$ cat config.mk
export PLATFORM = sky130hd
export DESIGN_NAME = fetch_pc_flat
export DESIGN_NICKNAME = d
export VERILOG_FILES = /design/src/rtl/fetch_pc_pkg.sv /design/src/rtl/fetch_pc_if.sv /design/src/rtl/fetch_pc_next_pc_sel.sv /design/src/rtl/fetch_pc.sv /design/src/flat_wrapper.sv
export SDC_FILE = /design/constraint.sdc
export NUM_CORES = 1
export LEC_CHECK = 0
export BUFFER_PORTS_ARGS = -buffer_cell sky130_fd_sc_hd__buf_4
export CORE_UTILIZATION = 53
export DETAILED_ROUTE_END_ITERATION = 10
export PLACE_DENSITY = 0.92
export SLEW_MARGIN = 20
export SYNTH_ARGS = -nofsm -noshare
export SYNTH_HDL_FRONTEND = slang
export SYNTH_SLANG_ARGS = --single-unit
$ cat constraint.sdc
create_clock -name clock -period 3.5 [get_ports clock]
set_input_delay 0.7 -clock clock [delete_from_list [all_inputs] [get_ports clock]]
set_output_delay 0.7 -clock clock [all_outputs]
set_load 0.005 [all_outputs]
$ cat src/rtl/fetch_pc_pkg.sv
// Shared definitions for the fetch PC / IF-ID stage: state encoding,
// exception vector table placement and cause width.
package fetch_pc_pkg;

  localparam int unsigned CAUSE_W    = 4;
  localparam int unsigned NUM_CAUSES = 16;

  // Word index of vector 0 (mips.h IVT_BOT); the byte address is this shifted by two.
  localparam logic [31:0] IVT_BOT  = 32'h0000_0020;
  localparam logic [31:0] IVT_BASE = IVT_BOT << 2;

  typedef enum logic [1:0] {
    FETCH_BOOT  = 2'd0,
    FETCH_RUN   = 2'd1,
    FETCH_FAULT = 2'd2
  } fetch_state_e;

  function automatic logic [31:0] vector_addr(input logic [31:0] base,
                                              input logic [CAUSE_W-1:0] cause);
    return base + {26'd0, cause, 2'b00};
  endfunction

endpackage

$ cat src/rtl/fetch_pc_if.sv
// Bundle of the fetch stage's memory, redirect and IF/ID signals.
// master = fetch unit side, slave = memory / pipeline side.
interface fetch_pc_if;
  import fetch_pc_pkg::*;

  logic [31:0]        start_addr;
  logic [31:0]        fetch_addr;
  logic [31:0]        mem_instruction;
  logic               stall;
  logic               branch_valid;
  logic [31:0]        branch_target;
  logic               eret_valid;
  logic               exc_valid;
  logic [CAUSE_W-1:0] exc_cause;
  logic [31:0]        exc_pc;
  logic               if_id_valid;
  logic [31:0]        if_id_instr;
  logic [31:0]        if_id_pc;
  logic [31:0]        if_id_pc_plus4;
  logic [31:0]        epc;
  logic               fetch_fault;

  modport master (
    input  start_addr, mem_instruction, stall, branch_valid, branch_target,
           eret_valid, exc_valid, exc_cause, exc_pc,
    output fetch_addr, if_id_valid, if_id_instr, if_id_pc, if_id_pc_plus4,
           epc, fetch_fault
  );

  modport slave (
    output start_addr, mem_instruction, stall, branch_valid, branch_target,
           eret_valid, exc_valid, exc_cause, exc_pc,
    input  fetch_addr, if_id_valid, if_id_instr, if_id_pc, if_id_pc_plus4,
           epc, fetch_fault
  );

endinterface

$ cat src/rtl/fetch_pc_next_pc_sel.sv
// Combinational next-PC priority mux for the RUN state:
// exception > eret > branch > stall > sequential.
module next_pc_sel
  import fetch_pc_pkg::*;
#(
  parameter logic [31:0] IVT_BASE_P = IVT_BASE
) (
  input  logic [31:0]        pc,
  input  logic [31:0]        epc,
  input  logic               stall,
  input  logic               branch_valid,
  input  logic [31:0]        branch_target,
  input  logic               eret_valid,
  input  logic               exc_valid,
  input  logic [CAUSE_W-1:0] exc_cause,
  output logic [31:0]        pc_next,
  output logic               epc_we,
  output logic               squash,
  output logic               load_ifid,
  output logic               misalign
);

  logic [31:0] target_s;

  always_comb begin
    target_s  = pc;
    epc_we    = 1'b0;
    squash    = 1'b0;
    load_ifid = 1'b0;
    pc_next   = pc;
    misalign  = 1'b0;

    if (exc_valid) begin
      target_s = vector_addr(IVT_BASE_P, exc_cause);
      epc_we   = 1'b1;
      squash   = 1'b1;
    end else if (eret_valid) begin
      // Registered epc: an eret never sees a same-cycle exception's write.
      target_s = epc;
      squash   = 1'b1;
    end else if (branch_valid) begin
      target_s = branch_target;
      squash   = 1'b1;
    end else if (stall) begin
      pc_next = pc;
    end else begin
      load_ifid = 1'b1;
      pc_next   = pc + 32'd4;
    end

    if (squash) begin
      pc_next  = {target_s[31:2], 2'b00};
      misalign = (target_s[1:0] != 2'b00);
    end else begin
      misalign = 1'b0;
    end
  end

endmodule

$ cat src/rtl/fetch_pc.sv
// Program counter and IF/ID register ahead of a zero-latency instruction
// memory; boots from the memory-supplied start address.
module fetch_pc
  import fetch_pc_pkg::*;
#(
  parameter logic [31:0] IVT_BASE_P = IVT_BASE
) (
  input  logic       clock,
  input  logic       reset_n,
  fetch_pc_if.master bus
);

  fetch_state_e state_q, state_d;
  logic [31:0]  pc_q, pc_d;
  logic [31:0]  epc_q, epc_d;
  logic         valid_q, valid_d;
  logic [31:0]  instr_q, instr_d;
  logic [31:0]  ifpc_q, ifpc_d;
  logic [31:0]  ifpc4_q, ifpc4_d;
  logic         fault_q, fault_d;

  logic [31:0]  sel_pc_next_s;
  logic         sel_epc_we_s;
  logic         sel_squash_s;
  logic         sel_load_s;
  logic         sel_misalign_s;

  next_pc_sel #(.IVT_BASE_P(IVT_BASE_P)) u_sel (
    .pc            (pc_q),
    .epc           (epc_q),
    .stall         (bus.stall),
    .branch_valid  (bus.branch_valid),
    .branch_target (bus.branch_target),
    .eret_valid    (bus.eret_valid),
    .exc_valid     (bus.exc_valid),
    .exc_cause     (bus.exc_cause),
    .pc_next       (sel_pc_next_s),
    .epc_we        (sel_epc_we_s),
    .squash        (sel_squash_s),
    .load_ifid     (sel_load_s),
    .misalign      (sel_misalign_s)
  );

  always_comb begin
    state_d = state_q;
    pc_d    = pc_q;
    epc_d   = epc_q;
    valid_d = valid_q;
    instr_d = instr_q;
    ifpc_d  = ifpc_q;
    ifpc4_d = ifpc4_q;
    fault_d = fault_q;

    case (state_q)
      FETCH_BOOT: begin
        pc_d    = {bus.start_addr[31:2], 2'b00};
        valid_d = 1'b0;
        state_d = FETCH_RUN;
      end
      FETCH_RUN: begin
        pc_d = sel_pc_next_s;
        if (sel_epc_we_s) begin
          epc_d = bus.exc_pc;
        end else begin
          epc_d = epc_q;
        end
        // Squash clears only valid; stale instr/pc are left in place.
        if (sel_squash_s) begin
          valid_d = 1'b0;
        end else if (sel_load_s) begin
          valid_d = 1'b1;
          instr_d = bus.mem_instruction;
          ifpc_d  = pc_q;
          ifpc4_d = pc_q + 32'd4;
        end else begin
          valid_d = valid_q;
        end
        if (sel_misalign_s) begin
          fault_d = 1'b1;
          state_d = FETCH_FAULT;
        end else begin
          state_d = FETCH_RUN;
        end
      end
      FETCH_FAULT: begin
        valid_d = 1'b0;
      end
      default: begin
        valid_d = 1'b0;
        fault_d = 1'b1;
        state_d = FETCH_FAULT;
      end
    endcase
  end

  always_ff @(posedge clock or negedge reset_n) begin
    if (!reset_n) begin
      state_q <= FETCH_BOOT;
      pc_q    <= 32'd0;
      epc_q   <= 32'd0;
      valid_q <= 1'b0;
      instr_q <= 32'd0;
      ifpc_q  <= 32'd0;
      ifpc4_q <= 32'd4;
      fault_q <= 1'b0;
    end else begin
      state_q <= state_d;
      pc_q    <= pc_d;
      epc_q   <= epc_d;
      valid_q <= valid_d;
      instr_q <= instr_d;
      ifpc_q  <= ifpc_d;
      ifpc4_q <= ifpc4_d;
      fault_q <= fault_d;
    end
  end

  assign bus.fetch_addr     = pc_q;
  assign bus.if_id_valid    = valid_q;
  assign bus.if_id_instr    = instr_q;
  assign bus.if_id_pc       = ifpc_q;
  assign bus.if_id_pc_plus4 = ifpc4_q;
  assign bus.epc            = epc_q;
  assign bus.fetch_fault    = fault_q;

endmodule

$ cat src/flat_wrapper.sv
// flat-port wrapper written by rule: the top's interface ports become plain ports
module fetch_pc_flat import fetch_pc_pkg::*;
#(
  parameter logic [31:0] IVT_BASE_P = IVT_BASE
)
  (clock, reset_n, bus_start_addr, bus_mem_instruction, bus_stall, bus_branch_valid, bus_branch_target, bus_eret_valid, bus_exc_valid, bus_exc_cause, bus_exc_pc, bus_fetch_addr, bus_if_id_valid, bus_if_id_instr, bus_if_id_pc, bus_if_id_pc_plus4, bus_epc, bus_fetch_fault);
  fetch_pc_if bus_i ();
  input  logic clock;
  input  logic reset_n;
  input wire logic [$bits(bus_i.start_addr)-1:0] bus_start_addr;
  input wire logic [$bits(bus_i.mem_instruction)-1:0] bus_mem_instruction;
  input wire logic [$bits(bus_i.stall)-1:0] bus_stall;
  input wire logic [$bits(bus_i.branch_valid)-1:0] bus_branch_valid;
  input wire logic [$bits(bus_i.branch_target)-1:0] bus_branch_target;
  input wire logic [$bits(bus_i.eret_valid)-1:0] bus_eret_valid;
  input wire logic [$bits(bus_i.exc_valid)-1:0] bus_exc_valid;
  input wire logic [$bits(bus_i.exc_cause)-1:0] bus_exc_cause;
  input wire logic [$bits(bus_i.exc_pc)-1:0] bus_exc_pc;
  output wire logic [$bits(bus_i.fetch_addr)-1:0] bus_fetch_addr;
  output wire logic [$bits(bus_i.if_id_valid)-1:0] bus_if_id_valid;
  output wire logic [$bits(bus_i.if_id_instr)-1:0] bus_if_id_instr;
  output wire logic [$bits(bus_i.if_id_pc)-1:0] bus_if_id_pc;
  output wire logic [$bits(bus_i.if_id_pc_plus4)-1:0] bus_if_id_pc_plus4;
  output wire logic [$bits(bus_i.epc)-1:0] bus_epc;
  output wire logic [$bits(bus_i.fetch_fault)-1:0] bus_fetch_fault;
  assign bus_i.start_addr = bus_start_addr;
  assign bus_i.mem_instruction = bus_mem_instruction;
  assign bus_i.stall = bus_stall;
  assign bus_i.branch_valid = bus_branch_valid;
  assign bus_i.branch_target = bus_branch_target;
  assign bus_i.eret_valid = bus_eret_valid;
  assign bus_i.exc_valid = bus_exc_valid;
  assign bus_i.exc_cause = bus_exc_cause;
  assign bus_i.exc_pc = bus_exc_pc;
  assign bus_fetch_addr = bus_i.fetch_addr;
  assign bus_if_id_valid = bus_i.if_id_valid;
  assign bus_if_id_instr = bus_i.if_id_instr;
  assign bus_if_id_pc = bus_i.if_id_pc;
  assign bus_if_id_pc_plus4 = bus_i.if_id_pc_plus4;
  assign bus_epc = bus_i.epc;
  assign bus_fetch_fault = bus_i.fetch_fault;
  fetch_pc #(.IVT_BASE_P(IVT_BASE_P)) u_core (.clock(clock), .reset_n(reset_n), .bus(bus_i));
endmodule
Word level (Yosys, flattened, before mapping)
Cells that the tools add are included.
Widths: inputs -> output; s select.
- input port bits: 138
- logic and storage cells: 57
- register bits: 164
- output and inout port bits: 162
- bitwise logic cells: 2
- multiplexer cells: 25
- equality and inequality tests: 10
- reduce and logical (&&, ||, !) cells: 9
- $add $sub $neg: 2
- operator list (cell ; number):
    $mux 32 ; 8
    $pmux 32 s2 ; 1
    $add 32x3->32 const B ; 1
    $mux 1 ; 13
    $ne 3x2->1 const B ; 4
    $ne 5x5->1 const B ; 2
    $add 8x6->9 const A ; 1
    $pmux 2 s3 ; 1
    $reduce_and 6->1 ; 1
    $reduce_and 5->1 ; 1
    $reduce_and 2->1 ; 2
    $reduce_bool 2->1 ; 2
    $ne 3x1->1 const B ; 1
    $reduce_and 3->1 ; 1
    $eq 2x1->1 const B ; 1
    $eq 2x2->1 const B ; 1
    $logic_not 2->1 ; 1
    $mux 2 ; 1
    $ne 2x1->1 const B ; 1
    $not 1->1 ; 2
    $pmux 1 s2 ; 1
    $reduce_or 2->1 ; 1

Logic depth before layout (Yosys ltp)
Gate-level depths: netlist of run 1.
- word-level depth: 7
- gate-level depth with buffers: 8

By module
From an unflattened synthesis of run 1, not the netlist that was laid out.
- cell total of the unflattened synthesis: 911
- area, all modules: 8379.3 sq um
- by module, submodules not included (module ; cells an instance ; seq. area each (sq um) ; instances ; area each (sq um)):
    fetch_pc ; 680 ; 4055.1 ; 1 ; 6897.9
    next_pc_sel ; 231 ; 0.0 ; 1 ; 1481.4

Worst setup path before layout of run 1
Ideal clock, no wire load.
- kind: input port to flip-flop
- start point: input bus_exc_valid
- end point: register u_core.ifpc_q[10], in the netlist u_core.bus.if_id_pc[10]
- arrival: 2.250 ns
- slack: 1.125 ns
- required time: 3.375 ns
- buffers on the path: 4
- stages: 7
- cell sequence: or3_1 -> buf_2 -> or3_1 -> buf_2 -> buf_6 -> buf_6 -> mux2_4
- cells in the longest elaborated chain, start to end: 3
- elaborated cells on any way between the ends: 4
- ends and longest elaborated chain (item ; RTL line ; source):
    start, declared ; flat_wrapper.sv:16 ; input wire logic [$bits(bus_i.exc_valid)-1:0] bus_exc_valid;
    $mux 1 ; fetch_pc_next_pc_sel.sv:33 ; if (exc_valid) begin
    $not 1->1 (no line) ; -- ;
    $reduce_and 3->1 (no line) * ; -- ;
    end signal, assigned ; fetch_pc.sv:112 ; ifpc_q <= ifpc_d;
    end, declared ; fetch_pc.sv:18 ; logic [31:0] ifpc_q, ifpc_d;
Mark *: on every way between the ends. The rest lies on a longest branch, timed or not.
A chain may end at the register's enable or synchronous reset.

Final worst setup path of run 1
- start point: register u_core.pc_q[7], in the netlist u_core.bus.fetch_addr[7]
- end point: register u_core.ifpc4_q[31], in the netlist u_core.bus.if_id_pc_plus4[31]
- cells in the longest elaborated chain, start to end: 1
- ends and longest elaborated chain (item ; RTL line ; source):
    start, declared ; fetch_pc.sv:14 ; logic [31:0] pc_q, pc_d;
    start signal, assigned ; fetch_pc.sv:108 ; pc_q <= pc_d;
    $add 32x3->32 ; fetch_pc.sv:74 ; ifpc4_d = pc_q + 32'd4;
    end signal, assigned ; fetch_pc.sv:113 ; ifpc4_q <= ifpc4_d;
    end, declared ; fetch_pc.sv:19 ; logic [31:0] ifpc4_q, ifpc4_d;
Every way passes these cells.

==> results of run 1 <==
-- logic make-up (layout without fill, tap and decap cells) --
logic type | Yosys count | count (layout) | share of synthesized area [%]
compound gates | 169 | 169 | 14.08
xor+xnor | 28 | 28 | 3.239
flops | 158 | 158 | 52.24
mux | 97 | 97 | 15.29
other cells | 1 | 6 | 0.04953
fa+ha+maj | 1 | 1 | 0.1652
buf+inv | 69 | 351 | 4.131
simple gates | 169 | 169 | 10.81
-- cells in the final DEF, fill, tap and decap left out, drive strengths merged, types with 8 or more instances in the layout --
cell type	count
buf	309
dfrtp	157
mux2	95
o21ai	74
nand2	54
nor2	37
clkbuf	26
a21oi	23
a22oi	22
nor3	21
xnor2	18
nand3	14
inv	11
xor2	10
a221oi	8
nor4	8
-- Yosys cell counts, drive strengths merged (11+ instances only) --
| cell type | n |
|---|---|
| a21oi | 23 |
| a22oi | 22 |
| buf | 21 |
| clkbuf | 37 |
| dfrtp | 157 |
| inv | 11 |
| mux2 | 95 |
| nand2 | 54 |
| nand3 | 14 |
| nor2 | 37 |
| nor3 | 21 |
| o21ai | 74 |
| xnor2 | 18 |
-- through the flow --
stage          instances  setup slack [ns]  cell area (um2)  utilization, %  total power [W]
2_1_floorplan        697             1.125             7590               -         0.003968
3_3_place_gp        1128            0.8147             9887           70.95         0.005321
3_5_place_dp        1128            0.7929             9887           70.95         0.005444
4_1_cts             1159             1.082            10480           75.17         0.007300
5_1_grt             1159            0.8746            10480           75.17         0.007659
6_report            1159             1.051            10480           75.17         0.007301
-- final cells by class --
cell class                      instances  area (um2)
Inverter                               11       41.29
Clock inverter                          5       78.83
Timing Repair Buffer                  309        2336
Multi-Input combinational cell        470        3329
Tap cell                              180       225.2
Fill cell                             984        3460
Sequential cell                       158        3955
Clock buffer                           26       509.2
-- registers in the layout (all words and copies together) (netlist names) --
| name | count |
|---|---|
| u_core.bus.epc | 32 |
| u_core.bus.if_id_instr | 32 |
| u_core.bus.fetch_addr | 30 |
| u_core.bus.if_id_pc | 30 |
| u_core.bus.if_id_pc_plus4 | 30 |
| u_core.state_q | 2 |
| u_core.bus.fetch_fault | 1 |
| u_core.bus.if_id_valid | 1 |
-- layer usage --
metal | share of wire [%] | wire length (um) | GRT usage, %
met3 | 7.7 | 1802 | 7.801
met1 | 38 | 8982 | 41.10
met5 | 0 | 0 | 0
met2 | 51 | 11810 | 53.13
met4 | 3.2 | 750 | 12.73
-- report_power, final --
group	switching (W)	internal [W]	total (W)
Combinational	0.00101	0.00137	0.00238
Clock	0.000703	0.00114	0.00184
Sequential	0.000691	0.00239	0.00308
-- worst paths after layout --
| kind | start | to | slack (ns) | depth (start not counted) |
|---|---|---|---|---|
| min in group clock | u_core.bus.if_id_pc_plus4[17]$_DFFE_PN0P_ | u_core.bus.if_id_pc_plus4[17]$_DFFE_PN0P_ | 0.48 | 2 |
| max in group asynchronous | reset_n | u_core.bus.if_id_instr[10]$_DFFE_PN0P_ | 2.41 | 2 |
| setup reg to reg | u_core.bus.fetch_addr[7]$_DFFE_PN0P_ | u_core.bus.if_id_pc_plus4[31]$_DFFE_PN0P_ | 1.05 | 5 |
| hold / removal | reset_n | u_core.bus.if_id_instr[27]$_DFFE_PN0P_ | 0.29 | 1 |
| hold reg to reg | u_core.bus.if_id_pc_plus4[17]$_DFFE_PN0P_ | u_core.bus.if_id_pc_plus4[17]$_DFFE_PN0P_ | 0.48 | 2 |
| setup / recovery | u_core.bus.fetch_addr[7]$_DFFE_PN0P_ | u_core.bus.if_id_pc_plus4[31]$_DFFE_PN0P_ | 1.05 | 5 |
==> out/qor.csv, run 1 <==
stage;metric;value;unit
floorplan;design.core.area;13930;um2
final_layout;antennaDiodeCount;0;
cts;cts_buffer_depth;2;
cts;cts-resized-gates;0;
power_and_ir_drop;total_leakage_power;5.147;nW
floorplan;fp.dieArea;14770;um2
setup_path;crit_fanout;12;
cts;cts_hold_buf;0;
floorplan;rows;43;
route;vias;6746;
sta;hold_viol;0;
sta;setup_viol;0;
route;ant_nets;0;
synthesis;syn_inst;692;
synthesis;synth_enable_flop_cells;0;
worst_hold_path;hold_class;primary input to asynchronous set/reset pin;
final_layout;nets;1106;
sta;timing.hold.ws;0.2857;ns
floorplan;die_x;121.5;um
route;drt-pass1-iter-count;5;
sta;max_freq;408.3;MHz
synthesis;avgSynthCellArea;10.94;um2
placed_design;place_congestion;0.8873;
synthesis;yosysSeqAreaShare;52.24;%
cts;cts-htree-levels;4;
synthesis;synth_top_area_share;51.89;%
final_layout;drive_gt1_share;45.25;%
placed_design;dp_hpwl;17430;um
synthesis;synth_largest_area_cell;dfrtp_1;
cts;cts_tree;built;
cts;cts_buffers;17;
setup_path;crit_chain;nand3_1 -> nor3_2 -> and4_1 -> xnor2_1 -> o21ai_0;
status;outcome;finished, final reports clean;
sta;finalSetupTns;0;ns
floorplan;io_pins;300;
route;routed_wl;23350;um
synthesis;synth_cell_type_count;54;
setup_path;cp-start-kind;flop;
synthesis;synthTopCellsByArea;dfrtp_1 52%, mux2_2 11%, o21ai_0 4.9%;
sta;rsz0062_at_grt;false;
grt;grt_max_degree;90;
setup_path;cp_slowest_cell;nor3_2;
route;vias_per_cell;5.821;
synthesis;synthArstFlopShare;100.0;%
grt;grt_antenna_before_repair;0;
job;cap_violations;0;
floorplan;start_util;54.33;%
setup_path;critical_path_class;flop to flop;
cts;clock_latency;0.42;ns
placed_design;portBuffers;291;
cts;post-cts-setup-buffer-count;0;
sta;finalMaxSlewViolations;0;
grt;overflow;0;
synthesis;ys_ff_latch;158;
setup_path;cp.required;3.78;ns
sta;fin_crit;2.449;ns
setup_path;crit_buf_inv;0;
synthesis;synth_area;7571;um2
grt;grt_pass1_wl;35730;um
sta;period_share;69.97;%
sta;tightest_slew;0.7606;ns
setup_path;critical_path.max_stage_delay;0.66;ns
setup_path;critPathTopFamily;simple AND/OR/NAND/NOR gates;
sta;fin_worst_skew;0.007946;ns
sta;relSlewSlack;49.06;%
cts;root_buffer;clkbuf_16;
final_layout;area_growth_syn_to_layout;38.36;%
route;drc;0;
grt;grt_usage;32.30;%
cts;path_clk_slew;0.06;ns
setup_path;worstPathArrival;2.73;ns
synthesis;yosys_warnings;0;
power_and_ir_drop;power_density;697.0;nW/um2
grt;grt_pass1_vias;6513;
route;drtIter0Drc;586;
setup_path;end_kind;flop;
route;wl_per_cell;20.14;um
synthesis;ys.flop_type;dfrtp_1;
floorplan;die_h;121.5;um
power_and_ir_drop;peakVddDrop;0.4215;mV
cts;cts.sinks;158;
(Power assumes the default switching activity.)
==> run 2: changes to the inputs <==
--- a/config.mk
+++ b/config.mk
@@ -6,9 +6,9 @@
 export NUM_CORES = 1
 export LEC_CHECK = 0
 export BUFFER_PORTS_ARGS = -buffer_cell sky130_fd_sc_hd__buf_4
-export CORE_UTILIZATION = 53
+export CORE_UTILIZATION = 44
 export DETAILED_ROUTE_END_ITERATION = 10
-export PLACE_DENSITY = 0.92
+export PLACE_DENSITY = 0.82
 export SLEW_MARGIN = 20
 export SYNTH_ARGS = -nofsm -noshare
 export SYNTH_HDL_FRONTEND = slang
==> constraint.sdc (replaced) <==
create_clock -name clock -period 2.04 [get_ports clock]
set_input_delay 0.408 -clock clock [delete_from_list [all_inputs] [get_ports clock]]
set_output_delay 0.408 -clock clock [all_outputs]
set_load 0.005 [all_outputs]
==> out/qor.csv, run 2 (synthesis gave the netlist of run 1 again) <==
stage;metric;value;unit
status;outcome;finished, final reports clean;
final_layout;final_cells;1252;
setup_path;crit_fanout;4;
sta;finalSetupTns;0;ns
route;ant_nets;0;
final_layout;drive_gt1_share;48.74;%
floorplan;rows;47;
placed_design;dpl.cell_count;1218;
grt;grtUsageMet1;35.64;%
final_layout;layout_commonest_cell;buf_4;
placed_design;portBuffers;291;
sta;period_share;98.60;%
sta;finalMaxSlewViolations;0;
route;drtIter0Drc;579;
cts;path_clk_slew;0.07;ns
job;cap_violations;0;
cts;root_buffer;clkbuf_16;
floorplan;die_h;133.2;um
cts;cts.sinks;158;
sta;fin_worst_skew;0.01002;ns
grt;gr-usage-met3;7.420;%
sta;relSlewSlack;59.11;%
power_and_ir_drop;power_density;1173;nW/um2
worst_hold_path;hold_class;primary input to flop;
grt;met2_usage;45.70;%
grt;overflow;0;
power_and_ir_drop;combPwrFrac;38.2;%
final_layout;nets;1158;
cts;cts_tree;built;
sta;fin_crit;2.011;ns
route;routed_wl;24310;um
setup_path;cp-start-kind;flop;
setup_path;cp.required;2.34;ns
power_and_ir_drop;p_switching;0.004286;W
route;wl_per_cell;19.42;um
final_layout;final_cell_mix;351 x buf_4, 155 x dfrtp_1, 77 x mux2_2;
placed_design;place_congestion;0.9121;
cts;cts-htree-levels;4;
route;vias_per_cell;5.451;
power_and_ir_drop;p_clk_share;24.1;%
grt;grt_pass1_wl;37540;um
cts;cts_buffer_depth;2;
grt;grt_pass1_vias;6819;
power_and_ir_drop;internal-power;0.008663;W
final_layout;antennaDiodeCount;0;
grt;grt_antenna_before_repair;0;
setup_path;worstPathArrival;2.31;ns
grt;grt_usage;27.91;%
power_and_ir_drop;peakVddDrop;0.6814;mV
floorplan;fp.dieArea;17740;um2
sta;setup_viol;0;
floorplan;io_pins;300;
floorplan;start_util;45.33;%
floorplan;design.core.area;16700;um2
grt;grt_max_degree;65;
cts;clock_latency;0.43;ns
placed_design;dp_hpwl;18530;um
grt;grt_most_used_layer;met2;
sta;timing.hold.ws;0.2103;ns
sta;max_freq;497.2;MHz
final_layout;area_growth_syn_to_layout;45.79;%
route;vias;6825;
sta;rsz0062_at_grt;true;
power_and_ir_drop;total_leakage_power;5.450;nW
route;drc;0;
floorplan;die_x;133.2;um
sta;hold_viol;0;
setup_path;end_kind;flop;
power_and_ir_drop;swShare;33.10;%
sta;tightest_slew;0.6134;ns
route;drt-pass1-iter-count;5;
setup_path;critical_path_class;flop to flop;
cts;cts_buffers;17;
power_and_ir_drop;pwr-share-seq;37.7;%
[run 2: changes by cell type in the layout (fill, tap and decap cells not counted), sizes merged]
cell,change
clkbuf,-4
inv,+1
dlygate4sd3,+1
clkinvlp,+2
buf,+51
clkinv,+2
[run 2: final cells by class]
| cell class | count | area (um2) |
|---|---|---|
| multi-input cells | 470 | 3381 |
| clock inverters | 10 | 112.6 |
| clock buffers | 22 | 454.2 |
| well taps | 220 | 275.3 |
| fillers | 1309 | 5663 |
| flip-flops and latches | 158 | 3958 |
| repair buffers | 361 | 2816 |
| inverters | 11 | 41.29 |
[run 2: metrics by stage]
step	setup slack, ns	utilization [%]	total power (W)	area, um2
4_1_cts	0.008545	65.81	0.01292	10990
5_1_grt	-0.04808	66.09	0.01361	11040
3_5_place_dp	-0.003305	62.30	0.009777	10410
3_3_place_gp	0.03793	62.30	0.009602	10410
6_report	0.02862	66.09	0.01295	11040
2_1_floorplan	-0.04292	-	0.006810	7606
[run 2: what timing repair did]
| item | 4_1_cts | 5_1_grt |
|---|---|---|
| endpoints found under the hold margin | 46 | 0 |
| hold buffers | 1 | 0 |
| endpoints found under the setup margin | 1 | 14 |
| gates resized for setup | 1 | 9 |
| buffers inserted | 0 | 1 |
| pin swaps | 0 | 2 |
| cloned | 0 | 0 |
[run 2: power by group through the flow]
| stage | clock network (W) | logic (W) | registers [W] |
|---|---|---|---|
| floorplan | 0 | 0.00188 | 0.00493 |
| global placement | 0 | 0.00475 | 0.00485 |
| detailed placement | 0 | 0.00487 | 0.00491 |
| CTS | 0.00316 | 0.00490 | 0.00486 |
| global route | 0.00328 | 0.00533 | 0.00501 |
| finish | 0.00312 | 0.00495 | 0.00488 |
[run 2: layer usage]
layer	routed length, um	part of all wire [%]
met1	9795	40
met2	11950	49
met3	1831	7.5
met4	733	3.0
met5	0	0
[run 2: worst paths after layout]
kind                            cells past startpoint                                      start  slack (ns)                                         to
worst max-delay path                                5       u_core.bus.fetch_addr[2]$_DFFE_PN0P_        0.03      u_core.bus.fetch_addr[29]$_DFFE_PN0P_
worst min-delay path                                2                                  bus_stall        0.21         u_core.bus.if_id_valid$_DFFE_PN0P_
worst max register to register                      5       u_core.bus.fetch_addr[2]$_DFFE_PN0P_        0.03      u_core.bus.fetch_addr[29]$_DFFE_PN0P_
worst min register to register                      2  u_core.bus.if_id_pc_plus4[29]$_DFFE_PN0P_        0.48  u_core.bus.if_id_pc_plus4[29]$_DFFE_PN0P_
max in group asynchronous                           3                                    reset_n        0.86      u_core.bus.fetch_addr[28]$_DFFE_PN0P_
min in group asynchronous                           2                                    reset_n        0.54        u_core.bus.if_id_pc[25]$_DFFE_PN0P_
[run 2: worst max-delay path, stage by stage (launching register included)]
cell and delay, ns:
dfrtp_2 0.41, nand4_1 0.24, or3_1 0.47, nor4_2 0.33, o21ai_0 0.12, a221o_1 0.31
